### config.mk
export PLATFORM = sky130hd
export DESIGN_NAME = fifo_rd_serializer
export DESIGN_NICKNAME = d
export VERILOG_FILES = /design/src/rtl/fifo_rd_serializer.sv
export SDC_FILE = /design/constraint.sdc
export NUM_CORES = 1
export LEC_CHECK = 0
export ABC_AREA = 1
export CAP_MARGIN = 15
export CELL_PAD_IN_SITES_DETAIL_PLACEMENT = 1
export CELL_PAD_IN_SITES_GLOBAL_PLACEMENT = 2
export CORE_ASPECT_RATIO = 1.2
export CORE_MARGIN = 1
export CORE_UTILIZATION = 28
export CTS_BUF_LIST = sky130_fd_sc_hd__clkbuf_2
export DETAILED_ROUTE_END_ITERATION = 16
export GPL_TIMING_DRIVEN = 0
export PLACE_DENSITY_LB_ADDON = 0.1
export SKIP_CTS_REPAIR_TIMING = 1
export SYNTH_ARGS = -nofsm -noshare
export SYNTH_HDL_FRONTEND = slang
export SYNTH_SLANG_ARGS = --single-unit
### constraint.sdc
create_clock -name rclk -period 1.6 [get_ports rclk]
set_clock_uncertainty 0.15 [all_clocks]
set_input_delay 0.32 -clock rclk [delete_from_list [all_inputs] [get_ports rclk]]
set_output_delay 0.32 -clock rclk [all_outputs]
set_load 0.02 [all_outputs]
### src/rtl/fifo_rd_serializer.sv
// Read-side consumer for async_fifo: pops DSIZE-bit words and emits them as an
// OSIZE-bit valid/ready stream, least-significant slice first, with no bubbles.
module fifo_rd_serializer #(
  parameter int unsigned DSIZE = 32,
  parameter int unsigned OSIZE = 8
) (
  input  logic             rclk,
  input  logic             rrst_n,
  output logic             rinc,
  input  logic [DSIZE-1:0] rdata,
  input  logic             rempty,
  output logic [OSIZE-1:0] odata,
  output logic             ovalid,
  input  logic             oready,
  output logic             olast,
  output logic [15:0]      pop_cnt
);

  localparam int unsigned Ratio = DSIZE / OSIZE;
  localparam int unsigned IdxW  = (Ratio > 1) ? $clog2(Ratio) : 1;
  localparam logic [IdxW-1:0] LastIdx = IdxW'(Ratio - 1);

  if ((DSIZE % OSIZE) != 0 || Ratio < 2) begin : gen_bad_params
    $error("fifo_rd_serializer: DSIZE must be a multiple of OSIZE with ratio >= 2");
  end

  logic [DSIZE-1:0]            hold_data_q;
  logic                        hold_valid_q;
  logic [IdxW-1:0]             idx_q;
  logic [15:0]                 pop_cnt_q;
  logic                        fire;
  logic                        at_last;
  logic [Ratio-1:0][OSIZE-1:0] slices;

  assign fire    = hold_valid_q & oready;
  assign at_last = (idx_q == LastIdx);

  // Prefetch on the final slice's handshake so a busy FIFO drains gap-free.
  assign rinc = rrst_n & ~rempty & (~hold_valid_q | (fire & at_last));

  always_ff @(posedge rclk or negedge rrst_n) begin
    if (!rrst_n) begin
      hold_data_q  <= '0;
      hold_valid_q <= 1'b0;
      idx_q        <= '0;
      pop_cnt_q    <= '0;
    end else if (rinc) begin
      hold_data_q  <= rdata;
      hold_valid_q <= 1'b1;
      idx_q        <= '0;
      pop_cnt_q    <= pop_cnt_q + 16'd1;
    end else if (fire) begin
      // Here a last-slice fire implies rempty, so the word is simply retired.
      if (at_last) begin
        hold_valid_q <= 1'b0;
        idx_q        <= '0;
      end else begin
        idx_q <= idx_q + 1'b1;
      end
    end
  end

  assign slices  = hold_data_q;
  assign odata   = slices[idx_q];
  assign ovalid  = hold_valid_q;
  assign olast   = hold_valid_q & at_last;
  assign pop_cnt = pop_cnt_q;

endmodule

==> run metrics <==
outcome=complete, but fails checks; failing checks=negative setup slack; Internal=3.87 mW; Final HPWL DP=about 5100 um; post-route DRC violation count=0; area of the multi-input gates=around 0.0014 sq mm; # Max-Cap Violations=0; vias in the first global route=~2,300; Die W=87.6 um; Sequential Power Share=about a third; final count of pins violating max slew=0; area leader, netlist=dfrtp_1; R2R cell count=14; clock tree buffer depth=2; clock slew seen by the registers of the worst setup and hold paths=260 ps; CP Capture Type=output pin; clock power share=approximately a tenth; Via Count=2,452; layout cell share with drive strength beyond 1=approximately 47%; synthesized flop and latch total=slightly above 50; CTS Root Cell=clkbuf_2; # port buffers=62; Total GRT Usage=roughly 16%; DR pass1 iterations=4; RePlAce Congestion=~0.72; hold path depth=3; depth of the CTS H-tree=2; beginning of the worst hold path=rdata[8]; crit path max fanout=5; final period utilization=142%; number of routed nets with antenna violations=0; die height=roughly 100 um; Top delay family on crit path=buffers and inverters; CTS tree=built; Worst Path Buf+Inv=3; DR vias/cell=approximately 4.4; CP max stage delay=480 ps; Synth top cells by count=nand2_1 (146), dfrtp_1 (51), nor2_1 (25); RSZ-0062 raised after global routing=true; Seq/Total Area, Yosys=51.8%; Slowest cell on crit path=dfrtp_1; Worst EP required=about 1100 ps; Worst path most repeated cell=buf_6; Leakage Power=around 2.1 nW; Hold WC Path Type=input pin to register; Core Rows=37; largest net degree at the start of global routing=32; placed insts=slightly below 500; GRT overflow=0; gate count of the mapped netlist=between 300 and 400; Synth area leaders=dfrtp_1 (52%), nand2_1 (22%), nor2_1 (3.8%); Sequential Area=0.00129 sq mm; Clock Latency Late Sink=roughly 420 ps; Post-Route WL=between 8000 and 9000 um; Worst slew margin=approximately two fifths; RR Endpoint=hold_data_q[12]$_DFFE_PN0P_; Setup Viol. Count Final=74; Post-synth ARST share=100%; Critical Path, Cell by Cell=buf_6 > clkinvlp_2 > o21ai_2 > o22ai_2 > buf_6; Initial Util=roughly 29%; Nets=~470; fin cells=~550; first-pass GRT wire length=around 11,000 um; filler cell count=around 1,000; Max rail drop VDD=0.583 mV; initial antenna violation count=0; switching share of power=approximately 42%; Final Util=around 51%; Syn Area/Cell=roughly 8 sq um; Final Hold Viols=0; Ys Warns=0; Yosys cell types=23; TritonCTS Sinks=about 50; power per cell area=around 1500 mW/mm^2; Worst-Margin Slew=between 900 and 1000 ps; crit path kind=register to output pin; flop-to-flop setup slack=-520 ps; Area Overhead vs Synth=76.9%; Core Box Area=approximately 0.0086 sq mm; Num CTS Buffers=5; share of Yosys cell area claimed by the top area cell type=51.8%; P_sw=~2.7 mW; WL/cell=about 15 um; Mapped Area=approximately 0.0025 sq mm; Hold EP=hold_data_q[8]$_DFFE_PN0P_; Syn Nets=~350; launch point of the worst reg-to-reg path=idx_q[0]$_DFFE_PN0P_; Boundary Pins=63; PnR worst setup slack=-670 ps; Starting DRT DRC Count=36; Comb pwr share=55.3%; die area=between 0.009 and 0.01 sq mm; ant diodes=0; Startpoint Class=register; cell with the most instances after synthesis=nand2_1; WP data arrival=between 1500 and 2000 ps; Post-synth EDFFs=0; post-route minimum period=~2300 ps; ys flop type=dfrtp_1; fmax=441 MHz
worst reg2reg max path: stages (launching register included):
cell and delay, ps:
dfrtp_1 480, ha_4 180, nand2_4 50, nand2_4 70
nand2_4 80, buf_6 130, buf_6 100, buf_6 100
buf_6 100, buf_6 100, buf_8 120, buf_12 140
clkbuf_16 170, nand2_4 50, nand2_2 40
layer usage:
metal  track usage (%)  part of all wire, %
met5                 0                    0
met4              4.57                  1.3
met3              3.24                  3.4
met2              27.3                   54
met1              20.8                   42
sequential cells by signal (all words and copies together), names as in the netlist:
name         cells
idx_q            2
ovalid           1
pop_cnt         16
hold_data_q     32
worst max-delay path by stage:
| stage | start | end | depth (start not counted) |
|---|---|---|---|
| finish | idx_q[0]$_DFFE_PN0P_ | odata[4] | 5 |
| global route | idx_q[0]$_DFFE_PN0P_ | odata[6] | 6 |
| CTS | rrst_n | rinc | 8 |
| detailed placement | rrst_n | rinc | 8 |
| global placement | rrst_n | rinc | 7 |
| floorplan | idx_q[0]$_DFFE_PN0P_ | odata[1] | 5 |
cell families after synthesis:
family	synth area share, %
AND/OR/NAND/NOR	32.0
flip-flops	51.8
adder cells (fa/ha/maj)	1.02
buffers and inverters	7.06
XOR/XNOR	2.44
AO/OA/AOI/OAI	5.69
cell type report:
type | instances | share of cell area, %
multi-input cells | 226 | 31.3
flip-flops and latches | 51 | 29.6
repair buffers | 117 | 28.6
well taps | 117 | 3.36
plain buffers | 12 | 3.33
inverters | 22 | 2.21
clock inverters | 3 | 0.891
clock buffers | 5 | 0.575
repair inverters | 1 | 0.115
power groups by stage:
stage / combinational (mW) / sequential [mW] / clock [mW]
finish: 3.66 / 2.29 / 0.674
global placement: 2.60 / 2.15 / 0
global route: 3.96 / 2.35 / 0.746
detailed placement: 2.64 / 2.15 / 0
floorplan: 1.50 / 2.17 / 0
CTS: 2.66 / 2.13 / 0.708
through the flow:
| stage | area (sq um) | setup slack, ps | hold WS [ps] | TNS [ps] | total power [mW] |
|---|---|---|---|---|---|
| detailed placement | 3300 | -1330 | 191 | -36260 | 4.80 |
| floorplan | 2510 | 15.5 | -126 | 0 | 3.67 |
| finish | 4360 | -670 | 240 | -26200 | 6.62 |
| CTS | 3360 | -1340 | -329 | -23970 | 5.49 |
| global placement | 3280 | -2990 | 306 | -209340 | 4.75 |
| global route | 4360 | -754 | 194 | -31950 | 7.06 |
placed cells by master (no fill, tap or decap), drive strengths merged:
cell type and instances:
dfrtp 51, ha 2, o22ai 8, buf 80
clkbuf 17, clkdlybuf4s50 34, a21oi 1, nand3b 5
nand4 5, nor2 28, nand2 148, clkinv 2
xor2 6, dlygate4sd3 3, inv 21, bufinv 1
o21ai 17, nand3 5, nor3 1, clkinvlp 2
No activity file was read; power rests on OpenSTA's default activity.
